**src/rtl/multicycle_controller_if.sv**
```systemverilog
// rtl/multicycle_controller_if.sv - control/datapath bundle for multicycle_controller
interface multicycle_controller_if;
  logic [6:0] opcode;
  logic [2:0] funct3;
  logic       funct7_5;
  logic       funct7_0;
  logic       zero;
  logic       srca31;
  logic       srcb31;
  logic       alur31;
  logic       mem_ready;
  logic       mdu_done;
  logic       pc_write;
  logic       ir_write;
  logic       reg_write;
  logic       mem_req;
  logic       mem_we;
  logic       adr_src;
  logic [1:0] alu_src_a;
  logic [1:0] alu_src_b;
  logic [1:0] result_src;
  logic [2:0] imm_src;
  logic [3:0] alu_control;
  logic [2:0] load_store;
  logic       mdu_start;
  logic       illegal_instr;
  logic       bus_error;

  modport master (
    input  opcode, funct3, funct7_5, funct7_0, zero, srca31, srcb31, alur31,
           mem_ready, mdu_done,
    output pc_write, ir_write, reg_write, mem_req, mem_we, adr_src,
           alu_src_a, alu_src_b, result_src, imm_src, alu_control, load_store,
           mdu_start, illegal_instr, bus_error
  );

  modport slave (
    output opcode, funct3, funct7_5, funct7_0, zero, srca31, srcb31, alur31,
           mem_ready, mdu_done,
    input  pc_write, ir_write, reg_write, mem_req, mem_we, adr_src,
           alu_src_a, alu_src_b, result_src, imm_src, alu_control, load_store,
           mdu_start, illegal_instr, bus_error
  );
endinterface

```
**src/rtl/multicycle_controller.sv**
```systemverilog
// rtl/multicycle_controller.sv - multicycle RV32I control FSM; M-extension enabled by RV32M_EN
module multicycle_controller #(
  parameter int MEM_TIMEOUT = 16,
  parameter int STATE_W     = 4
) (
  input logic                     clk,
  input logic                     rst_n,
  multicycle_controller_if.master bus
);

`ifdef RV32M_EN
  localparam bit MDU_EN = 1'b1;
`else
  localparam bit MDU_EN = 1'b0;
`endif

  localparam logic [STATE_W-1:0] S_FETCH  = STATE_W'(0),  S_DECODE = STATE_W'(1),
                                 S_MEMADR = STATE_W'(2),  S_MEMRD  = STATE_W'(3),
                                 S_MEMWB  = STATE_W'(4),  S_MEMWR  = STATE_W'(5),
                                 S_EXEC_R = STATE_W'(6),  S_EXEC_I = STATE_W'(7),
                                 S_ALUWB  = STATE_W'(8),  S_BRANCH = STATE_W'(9),
                                 S_JAL    = STATE_W'(10), S_JALR   = STATE_W'(11),
                                 S_LUI    = STATE_W'(12), S_AUIPC  = STATE_W'(13),
                                 S_MDU    = STATE_W'(14), S_HALT   = STATE_W'(15);

  localparam logic [3:0] ALU_ADD = 4'b0000, ALU_SUB = 4'b0001, ALU_AND = 4'b0010,
                         ALU_OR  = 4'b0011, ALU_XOR = 4'b0100, ALU_SLT = 4'b0101,
                         ALU_SLTU = 4'b0110, ALU_SLL = 4'b0111, ALU_SRL = 4'b1000,
                         ALU_SRA = 4'b1001;

  localparam logic [7:0] TO_LAST = 8'(MEM_TIMEOUT - 1);

  logic [STATE_W-1:0] r_state, w_next;
  logic [7:0]         r_wait;
  logic               r_illegal, r_bus_err, r_mdu;
  logic               w_lt, w_ltu, w_taken, w_br_ok, w_mem_wait;
  logic               w_set_ill, w_set_berr;
  logic [3:0]         w_alu_fn;

  assign w_lt       = (bus.srca31 != bus.srcb31) ? bus.srca31 : bus.alur31;
  assign w_ltu      = (bus.srca31 != bus.srcb31) ? bus.srcb31 : bus.alur31;
  assign w_br_ok    = (bus.funct3[2:1] != 2'b01);
  assign w_mem_wait = (r_state == S_FETCH) || (r_state == S_MEMRD) || (r_state == S_MEMWR);

  always_comb begin
    w_taken = 1'b0;
    case (bus.funct3)
      3'b000:  w_taken = bus.zero;
      3'b001:  w_taken = !bus.zero;
      3'b100:  w_taken = w_lt;
      3'b101:  w_taken = !w_lt;
      3'b110:  w_taken = w_ltu;
      3'b111:  w_taken = !w_ltu;
      default: w_taken = 1'b0;
    endcase
  end

  // opcode[5] separates R-type (SUB possible) from I-type (addi never subtracts)
  always_comb begin
    w_alu_fn = ALU_ADD;
    case (bus.funct3)
      3'b000: w_alu_fn = (bus.opcode[5] && bus.funct7_5) ? ALU_SUB : ALU_ADD;
      3'b001: w_alu_fn = ALU_SLL;
      3'b010: w_alu_fn = ALU_SLT;
      3'b011: w_alu_fn = ALU_SLTU;
      3'b100: w_alu_fn = ALU_XOR;
      3'b101: w_alu_fn = bus.funct7_5 ? ALU_SRA : ALU_SRL;
      3'b110: w_alu_fn = ALU_OR;
      3'b111: w_alu_fn = ALU_AND;
      default: w_alu_fn = ALU_ADD;
    endcase
  end

  always_comb begin
    w_next     = r_state;
    w_set_ill  = 1'b0;
    w_set_berr = 1'b0;
    case (r_state)
      S_FETCH, S_MEMRD, S_MEMWR: begin
        if (bus.mem_ready)
          w_next = (r_state == S_FETCH) ? S_DECODE : (r_state == S_MEMRD) ? S_MEMWB : S_FETCH;
        else if (r_wait == TO_LAST) begin
          w_next     = S_HALT;
          w_set_berr = 1'b1;
        end
      end
      S_DECODE: begin
        case (bus.opcode)
          7'b0000011, 7'b0100011: w_next = S_MEMADR;
          7'b0110011: begin
            w_next    = (bus.funct7_0 && !MDU_EN) ? S_HALT : S_EXEC_R;
            w_set_ill = bus.funct7_0 && !MDU_EN;
          end
          7'b0010011: w_next = S_EXEC_I;
          7'b1100011: w_next = S_BRANCH;
          7'b1101111: w_next = S_JAL;
          7'b1100111: w_next = S_JALR;
          7'b0110111: w_next = S_LUI;
          7'b0010111: w_next = S_AUIPC;
          default: begin
            w_next    = S_HALT;
            w_set_ill = 1'b1;
          end
        endcase
      end
      S_MEMADR: w_next = bus.opcode[5] ? S_MEMWR : S_MEMRD;
      S_EXEC_R: w_next = (MDU_EN && bus.funct7_0) ? S_MDU : S_ALUWB;
      S_EXEC_I: w_next = S_ALUWB;
      S_MDU:    w_next = bus.mdu_done ? S_ALUWB : S_MDU;
      S_BRANCH: begin
        w_next    = w_br_ok ? S_FETCH : S_HALT;
        w_set_ill = !w_br_ok;
      end
      S_MEMWB, S_ALUWB, S_JAL, S_JALR, S_LUI, S_AUIPC: w_next = S_FETCH;
      default: w_next = S_HALT;
    endcase
  end

  always_ff @(posedge clk or negedge rst_n) begin
    if (!rst_n) begin
      r_state   <= S_FETCH;
      r_wait    <= 8'd0;
      r_illegal <= 1'b0;
      r_bus_err <= 1'b0;
      r_mdu     <= 1'b0;
    end else begin
      r_state <= w_next;
      if (w_next != r_state || !w_mem_wait)
        r_wait <= 8'd0;
      else if (!bus.mem_ready)
        r_wait <= r_wait + 8'd1;
      if (w_set_ill)  r_illegal <= 1'b1;
      if (w_set_berr) r_bus_err <= 1'b1;
      if (w_next == S_MDU)         r_mdu <= 1'b1;
      else if (r_state == S_FETCH) r_mdu <= 1'b0;
    end
  end

  assign bus.illegal_instr = r_illegal;
  assign bus.bus_error     = r_bus_err;

  // rst_n gates every strobe so an in-flight request drops without waiting for a clock
  always_comb begin
    bus.pc_write    = 1'b0;
    bus.ir_write    = 1'b0;
    bus.reg_write   = 1'b0;
    bus.mem_req     = 1'b0;
    bus.mem_we      = 1'b0;
    bus.adr_src     = 1'b0;
    bus.alu_src_a   = 2'b00;
    bus.alu_src_b   = 2'b00;
    bus.result_src  = 2'b00;
    bus.alu_control = ALU_ADD;
    bus.load_store  = 3'b000;
    bus.mdu_start   = 1'b0;
    bus.imm_src     = 3'b000;
    case (bus.opcode)
      7'b0100011:             bus.imm_src = 3'b001;
      7'b1100011:             bus.imm_src = 3'b010;
      7'b0110111, 7'b0010111: bus.imm_src = 3'b011;
      7'b1101111:             bus.imm_src = 3'b100;
      default:                bus.imm_src = 3'b000;
    endcase
    if (rst_n) begin
      case (r_state)
        S_FETCH: begin
          bus.mem_req    = 1'b1;
          bus.alu_src_b  = 2'b10;
          bus.result_src = 2'b10;
          bus.ir_write   = bus.mem_ready;
          bus.pc_write   = bus.mem_ready;
        end
        S_DECODE: begin
          bus.alu_src_a = 2'b01;
          bus.alu_src_b = 2'b01;
        end
        S_MEMADR: begin
          bus.alu_src_a = 2'b10;
          bus.alu_src_b = 2'b01;
        end
        S_MEMRD, S_MEMWR: begin
          bus.mem_req    = 1'b1;
          bus.adr_src    = 1'b1;
          bus.mem_we     = (r_state == S_MEMWR);
          bus.load_store = bus.funct3;
        end
        S_MEMWB: begin
          bus.reg_write  = 1'b1;
          bus.result_src = 2'b01;
          bus.load_store = bus.funct3;
        end
        S_EXEC_R, S_EXEC_I: begin
          bus.alu_src_a   = 2'b10;
          bus.alu_src_b   = (r_state == S_EXEC_I) ? 2'b01 : 2'b00;
          bus.alu_control = w_alu_fn;
          bus.mdu_start   = MDU_EN && (r_state == S_EXEC_R) && bus.funct7_0;
        end
        S_ALUWB: begin
          bus.reg_write  = 1'b1;
          bus.result_src = r_mdu ? 2'b11 : 2'b00;
        end
        S_BRANCH: begin
          bus.alu_src_a   = 2'b10;
          bus.alu_control = ALU_SUB;
          bus.pc_write    = w_taken;
        end
        // jump target sits in ALUOut from DECODE/JALR; ALU forms old PC+4 for rd
        S_JAL, S_JALR: begin
          bus.alu_src_a = (r_state == S_JAL) ? 2'b01 : 2'b10;
          bus.alu_src_b = (r_state == S_JAL) ? 2'b10 : 2'b01;
          bus.reg_write = 1'b1;
          bus.pc_write  = 1'b1;
        end
        S_LUI, S_AUIPC: begin
          bus.alu_src_a  = (r_state == S_LUI) ? 2'b11 : 2'b01;
          bus.alu_src_b  = 2'b01;
          bus.reg_write  = 1'b1;
          bus.result_src = 2'b10;
        end
        default: ;
      endcase
    end
  end

endmodule

```
**src/flat_wrapper.sv**
```systemverilog
// flat-port wrapper written by rule: the top's interface ports become plain ports
module multicycle_controller_flat 
#(
  parameter int MEM_TIMEOUT = 16,
  parameter int STATE_W     = 4
)
  (clk, rst_n, bus_opcode, bus_funct3, bus_funct7_5, bus_funct7_0, bus_zero, bus_srca31, bus_srcb31, bus_alur31, bus_mem_ready, bus_mdu_done, bus_pc_write, bus_ir_write, bus_reg_write, bus_mem_req, bus_mem_we, bus_adr_src, bus_alu_src_a, bus_alu_src_b, bus_result_src, bus_imm_src, bus_alu_control, bus_load_store, bus_mdu_start, bus_illegal_instr, bus_bus_error);
  multicycle_controller_if bus_i ();
  input logic clk;
  input logic rst_n;
  input wire logic [$bits(bus_i.opcode)-1:0] bus_opcode;
  input wire logic [$bits(bus_i.funct3)-1:0] bus_funct3;
  input wire logic [$bits(bus_i.funct7_5)-1:0] bus_funct7_5;
  input wire logic [$bits(bus_i.funct7_0)-1:0] bus_funct7_0;
  input wire logic [$bits(bus_i.zero)-1:0] bus_zero;
  input wire logic [$bits(bus_i.srca31)-1:0] bus_srca31;
  input wire logic [$bits(bus_i.srcb31)-1:0] bus_srcb31;
  input wire logic [$bits(bus_i.alur31)-1:0] bus_alur31;
  input wire logic [$bits(bus_i.mem_ready)-1:0] bus_mem_ready;
  input wire logic [$bits(bus_i.mdu_done)-1:0] bus_mdu_done;
  output wire logic [$bits(bus_i.pc_write)-1:0] bus_pc_write;
  output wire logic [$bits(bus_i.ir_write)-1:0] bus_ir_write;
  output wire logic [$bits(bus_i.reg_write)-1:0] bus_reg_write;
  output wire logic [$bits(bus_i.mem_req)-1:0] bus_mem_req;
  output wire logic [$bits(bus_i.mem_we)-1:0] bus_mem_we;
  output wire logic [$bits(bus_i.adr_src)-1:0] bus_adr_src;
  output wire logic [$bits(bus_i.alu_src_a)-1:0] bus_alu_src_a;
  output wire logic [$bits(bus_i.alu_src_b)-1:0] bus_alu_src_b;
  output wire logic [$bits(bus_i.result_src)-1:0] bus_result_src;
  output wire logic [$bits(bus_i.imm_src)-1:0] bus_imm_src;
  output wire logic [$bits(bus_i.alu_control)-1:0] bus_alu_control;
  output wire logic [$bits(bus_i.load_store)-1:0] bus_load_store;
  output wire logic [$bits(bus_i.mdu_start)-1:0] bus_mdu_start;
  output wire logic [$bits(bus_i.illegal_instr)-1:0] bus_illegal_instr;
  output wire logic [$bits(bus_i.bus_error)-1:0] bus_bus_error;
  assign bus_i.opcode = bus_opcode;
  assign bus_i.funct3 = bus_funct3;
  assign bus_i.funct7_5 = bus_funct7_5;
  assign bus_i.funct7_0 = bus_funct7_0;
  assign bus_i.zero = bus_zero;
  assign bus_i.srca31 = bus_srca31;
  assign bus_i.srcb31 = bus_srcb31;
  assign bus_i.alur31 = bus_alur31;
  assign bus_i.mem_ready = bus_mem_ready;
  assign bus_i.mdu_done = bus_mdu_done;
  assign bus_pc_write = bus_i.pc_write;
  assign bus_ir_write = bus_i.ir_write;
  assign bus_reg_write = bus_i.reg_write;
  assign bus_mem_req = bus_i.mem_req;
  assign bus_mem_we = bus_i.mem_we;
  assign bus_adr_src = bus_i.adr_src;
  assign bus_alu_src_a = bus_i.alu_src_a;
  assign bus_alu_src_b = bus_i.alu_src_b;
  assign bus_result_src = bus_i.result_src;
  assign bus_imm_src = bus_i.imm_src;
  assign bus_alu_control = bus_i.alu_control;
  assign bus_load_store = bus_i.load_store;
  assign bus_mdu_start = bus_i.mdu_start;
  assign bus_illegal_instr = bus_i.illegal_instr;
  assign bus_bus_error = bus_i.bus_error;
  multicycle_controller #(.MEM_TIMEOUT(MEM_TIMEOUT), .STATE_W(STATE_W)) u_core (.clk(clk), .rst_n(rst_n), .bus(bus_i));
endmodule
```
**config.mk**
```make
export PLATFORM = sky130hd
export DESIGN_NAME = multicycle_controller_flat
export DESIGN_NICKNAME = d
export VERILOG_FILES = /design/src/rtl/multicycle_controller_if.sv /design/src/rtl/multicycle_controller.sv /design/src/flat_wrapper.sv
export SDC_FILE = /design/constraint.sdc
export NUM_CORES = 1
export LEC_CHECK = 0
export ABC_AREA = 1
export ABC_CLOCK_PERIOD_IN_PS = 1750
export CORE_MARGIN = 1
export CORE_UTILIZATION = 44
export CTS_BUF_LIST = sky130_fd_sc_hd__clkbuf_4 sky130_fd_sc_hd__clkbuf_8
export DETAILED_ROUTE_END_ITERATION = 10
export GPL_ROUTABILITY_DRIVEN = 0
export PLACE_DENSITY = 0.81
export SLEW_MARGIN = 20
export SYNTH_ARGS = -nofsm -noshare
export SYNTH_HDL_FRONTEND = slang
export SYNTH_SLANG_ARGS = --single-unit
```
**constraint.sdc**
```tcl
create_clock -name clk -period 1.75 [get_ports clk]
set_input_delay 0.2625 -clock clk [delete_from_list [all_inputs] [get_ports clk]]
set_output_delay 0.2625 -clock clk [all_outputs]
set_load 0.01 [all_outputs]
```
==> metrics.md, run 1 <==
| Metric | Value |
|---|---|
| Sequential-to-total area share from yosys stat | 25.60% |
| First error line in the log | [ERROR DPL-0038] Utilization greater than 100%, impossible to legalize |
| Result of the run | stopped before the end |
| Syn Inst Count | 238 |
| Register bit total from synthesis | 15 |
| Placed Area | 2341 um2 |
| Synthesized Nets | 259 |
| Sum of net half-perimeters after detailed placement | about 3700 um |
| Number of distinct standard cells referenced by the synthesized netlist | 32 |
| Terminating stage of the flow | 5_1_grt |
| Die Width | ~60 um |
| Post-synthesis instance area | roughly 1500 um2 |
| Hold buffers post-CTS | 0 |
| Pin count of the biggest net entering global routing | 12 |
| Mean instance size in the synthesized netlist | 6.161 um2 |
| Setup WS pre-CTS | -648.6 ps |
| Count of standard-cell rows | 20 |
| Clk Tree Root Cell | clkbuf_4 |
| Worst endpoint type | register data pin |
| Worst endpoint after global-route timing repair | u_core.r_wait[4]$_DFFE_PN0P_/D |
| Maximum count of clock buffers along a single path | 2 |
| Ys async rst share | 100.0% |
| Chip Height | 59.73 um |
| Number of synthesized flops with an enable pin | 0 |
| Starting Density | 47.26% |
| Total number of yosys warnings | 0 |
| Number of ports placed on the die boundary | 45 |
| H-tree lvl count | 1 |
| Number of clock buffers inserted by TritonCTS | 3 |
| CTS sink count | 15 |
| Most used flip-flop cell after synthesis | dfrtp_1 |
| Number of buffer cells added on primary ports | 43 |
kinds of logic after synthesis:
kind of cell	count (synthesis)	share of synthesized area, %
AO/OA/AOI/OAI	21	8.448
XOR/XNOR	7	4.181
adder cells (fa/ha/maj)	1	0.8531
buffers and inverters	35	9.556
flip-flops	15	25.60
other	1	0.2557
AND/OR/NAND/NOR	158	51.11
Yosys cell counts (2+ instances only):
cell type / number / area [um2]
a21oi_1: 6 / 30.03
a31oi_1: 4 / 25.02
buf_4: 2 / 15.01
dfrtp_1: 15 / 375.4
inv_1: 24 / 90.09
inv_2: 7 / 26.28
nand2_1: 60 / 225.2
nand2_2: 4 / 25.02
nand3_1: 23 / 115.1
nand4_1: 5 / 31.28
nor2_1: 35 / 131.4
nor2_2: 14 / 87.58
nor2_4: 4 / 45.04
nor3_1: 5 / 25.02
nor4_1: 2 / 12.51
o21ai_0: 6 / 30.03
or2_2: 2 / 12.51
xnor2_1: 2 / 17.52
xor2_1: 5 / 43.79
stage by stage:
stage / instances / hold WS [ps]
CTS: 411 / 400.7
detailed placement: 376 / 462.7
global placement: 376 / 450.1
floorplan: 238 / -33.09
repair_timing:
| action | CTS |
|---|---|
| buffers inserted | 32 |
| resized for setup | 164 |
| cloned | 0 |
| endpoints found under the setup margin | 30 |
| pin swaps | 34 |
==> inputs of run 2 (changes only) <==
--- a/config.mk
+++ b/config.mk
@@ -6,13 +6,12 @@
 export NUM_CORES = 1
 export LEC_CHECK = 0
 export ABC_AREA = 1
-export ABC_CLOCK_PERIOD_IN_PS = 1750
+export ABC_CLOCK_PERIOD_IN_PS = 2300
 export CORE_MARGIN = 1
-export CORE_UTILIZATION = 44
-export CTS_BUF_LIST = sky130_fd_sc_hd__clkbuf_4 sky130_fd_sc_hd__clkbuf_8
+export CORE_UTILIZATION = 30
 export DETAILED_ROUTE_END_ITERATION = 10
 export GPL_ROUTABILITY_DRIVEN = 0
-export PLACE_DENSITY = 0.81
+export PLACE_DENSITY_LB_ADDON = 0.15
 export SLEW_MARGIN = 20
 export SYNTH_ARGS = -nofsm -noshare
 export SYNTH_HDL_FRONTEND = slang
==> constraint.sdc (replaced) <==
create_clock -name clk -period 2.3 [get_ports clk]
set_input_delay 0.345 -clock clk [delete_from_list [all_inputs] [get_ports clk]]
set_output_delay 0.345 -clock clk [all_outputs]
set_load 0.01 [all_outputs]
==> metrics.md, run 2 <==
| Metric | Value |
|---|---|
| Die area | between 5000 and 6000 um2 |
| Antenna cell count | 0 |
| Hold buffers post-CTS | 0 (unchanged) |
| Reg2reg setup slack | 360 ps |
| Most heavily used metal layer in global routing | met2 |
| First-pass GRT wire length | between 6000 and 7000 um |
| Ordered list of cells on the worst path | inv_2 -> nor2_4 -> buf_12 -> a2111oi_4 -> buf_4 -> clkdlybuf4s50_1 |
| Endpoint of the worst-slack reg-to-reg timing path | u_core.r_wait[2] |
| Number of ports placed on the die boundary | 45 (unchanged) |
| Share of final-layout standard cells stronger than drive strength 1 | 25.82% |
| Length of the first detailed-routing pass in iterations | 4 |
| Critical-path maximum fanout | 6 |
| Setup CP Type | flop to primary output |
| Logic depth of the worst register-to-register path | 13 |
| Register bit total from synthesis | 15 (unchanged) |
| Worst Hold Class | flop to flop |
| Sequential-to-total area share from yosys stat | 25.60% (unchanged) |
| Vias after detailed routing | 1743 |
| Number of max-cap violations | 0 |
| Unrepaired setup endpoints after global routing | true |
| Maximum count of clock buffers along a single path | 2 (unchanged) |
| Startpoint of the worst-slack reg-to-reg timing path | u_core.r_state[2] |
| Final wirelength | 4223 um |
| Die Width | 71.92 um (+20%) |
| Result of the run | finished with violations |
| Total GRT Usage | 16.25% |
| Data required, critical path | 1960 ps |
| Global routing met2 resource utilization | 28.62% |
| Most frequent cells after synthesis | 60 x nand2_1, 35 x nor2_1, 24 x inv_1, 23 x nand3_1, 15 x dfrtp_1 |
| Number of buffer cells added on primary ports | 43 (unchanged) |
| Count of buffer and inverter cells on the critical path | 4 |
| Post-route ant nets | 0 |
| Fill count | 496 |
| Hold_ws | 461.7 ps |
| Area share of the largest cell type after synthesis | 25.60% (unchanged) |
| Failing checks | setup timing |
| Most common library cell in the layout ignoring fill and taps | nand2_1 |
| Insertion delay to the later sink of the worst-skew pair | roughly 240 ps |
| Number of clock buffers inserted by TritonCTS | 3 (unchanged) |
| Most used flip-flop cell after synthesis | dfrtp_1 |
| Overflow after GRT | 0 |
| First DRT Iteration DRCs | 83 |
| Commonest cells after routing, fill and taps aside | 60 x nand2_1, 30 x nor2_1, 27 x clkdlybuf4s50_1, 24 x buf_4, 22 x nand3_1 |
| Min-Delay Endpoint | u_core.bus.illegal_instr |
| Net total in the final layout | 328 |
| Number of synthesized flops with an enable pin | 0 (unchanged) |
| Met3 capacity usage during global routing | 1.528% |
| Total number of yosys warnings | 0 (unchanged) |
| Number of endpoints failing setup at the final stage | 1 |
| Clock slew at the register clock pins of the worst setup and hold paths | 60 ps |
| TritonCTS clock tree | done |
| Top area cells in the synthesized netlist | dfrtp_1 26%, nand2_1 15%, nor2_1 9.0% |
| Global-route track usage on met1 | between 20% and 30% |
| Initial antenna violation count | 0 |
| Crit-path slowest cell | clkdlybuf4s50_1 |
| Largest Register | u_core.r_wait |
| Core area | 4723 um2 |
| Ys async rst share | 100.0% (unchanged) |
| Type of element launching the critical path | flop |
| Number of distinct standard cells referenced by the synthesized netlist | 32 (unchanged) |
| Tmin final | 2313 ps |
| Critical Path AT | 1970 ps |
| Max frequency | 0.4324 GHz |
| Chip Height | 71.92 um (+20%) |
| Reported leakage power | 1.254 nW |
| Number of remaining DRC errors | 0 |
| Total Negative Setup Slacks | -12.53 ps |
| Worst IR Drop VDD | 516.8 uV |
| Worst path top cell family by delay | buffers and inverters |
| Fin worst setup slack | -12.53 ps |
| Number of global-route vias before repair | 1562 |
| Crit share post-route | 100.5% |
| Clk Tree Root Cell | clkbuf_8 |
| Cell type contributing the most total cell area after synthesis | dfrtp_1 |
| PnR Total Power | approximately 0.0018 W |
| Starting Density | 31.05% (-16 points) |
| CTS sink count | 15 (unchanged) |
| Clock Skew | 4.305 ps |
| Critical Path Sink Type | primary output |
| Routed wire length per instance | 11.32 um |
| Cells on Worst Hold Path | 2 |
| Count of standard-cell rows | 25 (+25%) |
| Sum of net half-perimeters after detailed placement | 3362 um (-9.4%) |
| Largest stage delay on the critical path | 520 ps |
| Pins over their slew limit | 0 |
| Mean instance size in the synthesized netlist | 6.161 um2 (unchanged) |
| Pin count of the biggest net entering global routing | 17 |
| Area overhead of the layout relative to synthesis | 56.31% |
| Post-synthesis instance area | 1466 um2 (unchanged) |
| Synthesized Nets | 259 (unchanged) |
| Via-to-Cell Ratio | roughly 4.7 |
| Launch point of the worst hold path | u_core.bus.illegal_instr |
| Power per standard cell area | 804.7 nW/um2 |
| Library cell with the highest instance count after synthesis | nand2_1 |
| Syn Inst Count | 238 (unchanged) |
| Number of flip-flops in the largest register | 8 |
| H-tree lvl count | 1 (unchanged) |
| Final Hold Viols | 0 |
| Largest registers | u_core.r_wait: 8 flops, u_core.r_state: 4 flops |
==> run 2: cell counts after synthesis <==
No cell type changed its count.
==> run 2: worst min-delay path: cells and delay by family (launching register included) <==
| kind | cells | cell delay [ps] |
|---|---|---|
| compound gates | 1 | 40 |
| simple gates | 1 | 50 |
| flops | 1 | 340 |
==> run 2: cells by family after synthesis <==
group	after synthesis	share of synthesized area (%)
other	1	0.2557
AND/OR/NAND/NOR	158	51.11
buffers and inverters	35	9.556
XOR/XNOR	7	4.181
flip-flops	15	25.60
AO/OA/AOI/OAI	21	8.448
adder cells (fa/ha/maj)	1	0.8531
==> run 2: what timing repair did <==
item | 4_1_cts | 5_1_grt
buffers inserted | 0 | 1
setup endpoints to repair | 15 | 17
gates resized for setup | 10 | 30
pin swaps | 0 | 2
==> run 2: how the worst max path moves through the flow <==
stage | endpoint | start | cells after the start
2_1_floorplan | u_core.r_wait[0] | u_core.r_wait[0] | 13
3_3_place_gp | bus_reg_write | rst_n | 5
3_5_place_dp | bus_pc_write | bus_srcb31 | 9
4_1_cts | bus_reg_write | u_core.r_state[1] | 6
5_1_grt | bus_alu_src_a[0] | u_core.r_state[2] | 8
6_report | bus_reg_write | u_core.r_state[0] | 6
==> run 2: final cells by class <==
type	instances	area [um2]	area share [%]
well taps	67	83.83	3.657
clock buffers	4	45.04	1.965
multi-input cells	188	1018	44.43
repair buffers	68	648.1	28.28
inverters	31	116.4	5.076
flip-flops and latches	15	380.4	16.59
==> run 2: layer usage <==
layer / vias to the layer above / routed length, um / part of all wire (%)
met5: - / 0 / 0
li1: 904 / - / -
met3: 2 / 160 / 3.8
met4: 0 / 27 / 0.64
met2: 44 / 2108 / 50
met1: 793 / 1927 / 46
==> run 2: per-stage QoR <==
stage	area [um2]	setup WS, ps	instances	utilization [%]
2_1_floorplan	1466	609.0	238	-
3_3_place_gp	2137	-222.4	368	45.25
3_5_place_dp	2137	-255.8	368	45.25
4_1_cts	2183	-168.6	372	46.23
5_1_grt	2292	-95.68	373	48.53
6_report	2292	-12.53	373	48.53
==> run 2: power breakdown <==
part	total, W	internal, W	switching, W
clock network	0.000208	0.000122	0.0000858
logic	0.00123	0.000542	0.000693
registers	0.000402	0.000312	0.0000898
No activity file was read; power rests on OpenSTA's default activity.
==> inputs of run 3 (changes only) <==
--- a/config.mk
+++ b/config.mk
@@ -6,7 +6,6 @@
 export NUM_CORES = 1
 export LEC_CHECK = 0
 export ABC_AREA = 1
-export ABC_CLOCK_PERIOD_IN_PS = 2300
 export CORE_MARGIN = 1
 export CORE_UTILIZATION = 30
 export DETAILED_ROUTE_END_ITERATION = 10
==> results of run 3 <==
Final layout, timing and power as in run 2 (identical DEF).
==> inputs of run 4 (changes only) <==
==> constraint.sdc (replaced) <==
create_clock -name clk -period 3 [get_ports clk]
set_input_delay 0.45 -clock clk [delete_from_list [all_inputs] [get_ports clk]]
set_output_delay 0.45 -clock clk [all_outputs]
set_load 0.01 [all_outputs]
==> metrics.md, run 4 (synthesized netlist as in run 2, its figures left out) <==
| Metric | Value |
|---|---|
| Uppermost layer routed | met4 |
| Clock slew at the register clock pins of the worst setup and hold paths | 60 ps (about the same) |
| Unrepaired setup endpoints after global routing | false |
| Total Negative Setup Slacks | 0 ps (+12.53 ps) |
| Number of ports placed on the die boundary | 45 (unchanged) |
| Initial antenna violation count | 0 (unchanged) |
| Routed wire length per instance | 11.12 um (-1.8%) |
| Critical-path maximum fanout | 3 (-3) |
| Net total in the final layout | 305 (-7.0%) |
| First-pass GRT wire length | 6506 um (-4.8%) |
| Sum of net half-perimeters after detailed placement | 3173 um (-5.6%) |
| Data required, critical path | 2550 ps (+590 ps) |
| Type of element launching the critical path | input pin |
| Maximum count of clock buffers along a single path | 2 (unchanged) |
| Fill count | 518 (+4.4%) |
| Clock Skew | 0.7003 ps (-3.605 ps) |
| Core Util, Final | 42.70% (-5.8 points) |
| Vias after detailed routing | 1616 (-7.3%) |
| Most common library cell in the layout ignoring fill and taps | nand2_1 |
| Wire length on met3 | 201 um (+26%) |
| Post-CTS setup buffer count | 0 (unchanged) |
| Final Hold Viols | 0 (unchanged) |
| Worst slew pin tran | around 560 ps |
| Power per standard cell area | 612.4 nW/um2 (-24%) |
| Area overhead of the layout relative to synthesis | 37.54% |
| First DRT Iteration DRCs | 68 (-18%) |
| Max frequency | around 0.36 GHz |
| Number of remaining DRC errors | 0 (unchanged) |
| CTS sink count | 15 (unchanged) |
| Number of flip-flops in the largest register | 8 (unchanged) |
| Critical Path AT | 2350 ps (+380 ps) |
| Hold buffers post-CTS | 0 (unchanged) |
| Worst slew margin | 61.78% |
| TritonCTS clock tree | done |
| Overflow after GRT | 0 (unchanged) |
| Count of standard-cell rows | 25 (unchanged) |
| Tmin final | 2804 ps |
| Via-to-Cell Ratio | 4.617 (-1.2%) |
| Routed wl met2 | 1845 um (-12%) |
| Worst Hold Class | flop to flop |
| Number of max-cap violations | 0 (unchanged) |
| Reported leakage power | 0.9494 nW (-24%) |
| Crit share post-route | ~93% |
| Chip Height | 71.92 um (unchanged) |
| Post-route met1 wirelength | 1808 um (-6.2%) |
| Pins over their slew limit | 0 (unchanged) |
| Number of clock buffers inserted by TritonCTS | 3 (unchanged) |
| Insertion delay to the later sink of the worst-skew pair | 240 ps (about the same) |
| Result of the run | finished clean |
| Pin count of the biggest net entering global routing | 19 (+2) |
| H-tree lvl count | 1 (unchanged) |
| Multi-input gate area | 950.9 um2 (-6.6%) |
| Die area | 5172 um2 (unchanged) |
| Setup CP Type | input pin to primary output |
| Number of buffer cells added on primary ports | 43 (unchanged) |
| Antenna cell count | 0 (unchanged) |
| Post-route ant nets | 0 (unchanged) |
| Quantity of gates resized following cts | 0 (-10) |
| Number of global-route vias before repair | 1532 (-1.9%) |
| Register area | 375.4 um2 (-1.3%) |
| Commonest cells after routing, fill and taps aside | 60 x nand2_1, 43 x clkdlybuf4s50_1, 35 x nor2_1, 24 x inv_1, 23 x nand3_1 |
| Total GRT Usage | 15.52% (-0.73 points) |
| Largest registers | u_core.r_wait: 8 flops, u_core.r_state: 4 flops |
| Number of endpoints failing setup at the final stage | 0 (-1) |
| Final wirelength | 3891 um (-7.9%) |
| Starting Density | 31.05% (unchanged) |
| Clk Tree Root Cell | clkbuf_8 |
| Length of the first detailed-routing pass in iterations | 4 (unchanged) |
| Die Width | 71.92 um (unchanged) |
| Critical Path Sink Type | primary output |
| Largest Register | u_core.r_wait |
| Core area | 4723 um2 (unchanged) |
| Share of final-layout standard cells stronger than drive strength 1 | 13.78% (-12 points) |
| Worst IR Drop VDD | 327.5 uV (-37%) |
[run 4: changes by cell type in the layout (fill, tap and decap cells not counted), sizes merged]
cell / delta
buf: -23
dlymetal6s2s: -11
dlygate4sd2: -4
clkbuf: -1
clkdlybuf4s50: +16
[run 4: final timing paths]
check,depth (start not counted),from,slack (ps),endpoint
worst max-delay path,9,bus_srcb31,200,bus_pc_write
worst min-delay path,2,u_core.bus.illegal_instr,470,u_core.bus.illegal_instr
worst max register to register,14,u_core.r_state[1],960,u_core.r_wait[3]
worst min register to register,2,u_core.bus.illegal_instr,470,u_core.bus.illegal_instr
max in group asynchronous,2,rst_n,2230,u_core.r_state[3]
min in group asynchronous,2,rst_n,570,u_core.r_mdu
[run 4: area by class of cell]
type,count,share of cell area (%)
flip-flops and latches,15,18.61
well taps,67,4.156
repair buffers,45,22.08
clock buffers,4,2.233
multi-input cells,188,47.15
inverters,31,5.769
[run 4: routing by layer]
layer  up-vias  GRT usage [%]
li1        852              -
met3         4          2.083
met1       716          19.55
met5         -              0
met2        44          27.36
met4         0          5.229
[run 4: worst max-delay path: stages]
cell and delay [ps]:
clkdlybuf4s50_1 500, nor2_1 60, or2_2 300, o21ai_0 70
o21ai_0 100, nand3_1 80, nand3_1 70, a31oi_1 170
clkdlybuf4s50_1 560
[run 4: metrics by stage]
| step | cells | total power (W) | worst slack (ps) | area (um2) | hold slack (ps) |
|---|---|---|---|---|---|
| 6_report | 350 | 0.001235 | 195.7 | 2017 | 469.4 |
| 5_1_grt | 350 | 0.001347 | 58.22 | 2017 | 487.0 |
| 4_1_cts | 350 | 0.001249 | 198.9 | 2017 | 470.9 |
| 3_5_place_dp | 346 | 0.001081 | 209.3 | 1972 | 456.9 |
| 3_3_place_gp | 346 | 0.001083 | 210.7 | 1972 | 457.6 |
| 2_1_floorplan | 238 | 0.0008193 | 1213 | 1466 | 154.4 |
[run 4: power breakdown]
part	internal (W)	switching, W
Clock	0.0000939	0.0000673
Sequential	0.000234	0.0000594
Combinational	0.000305	0.000475
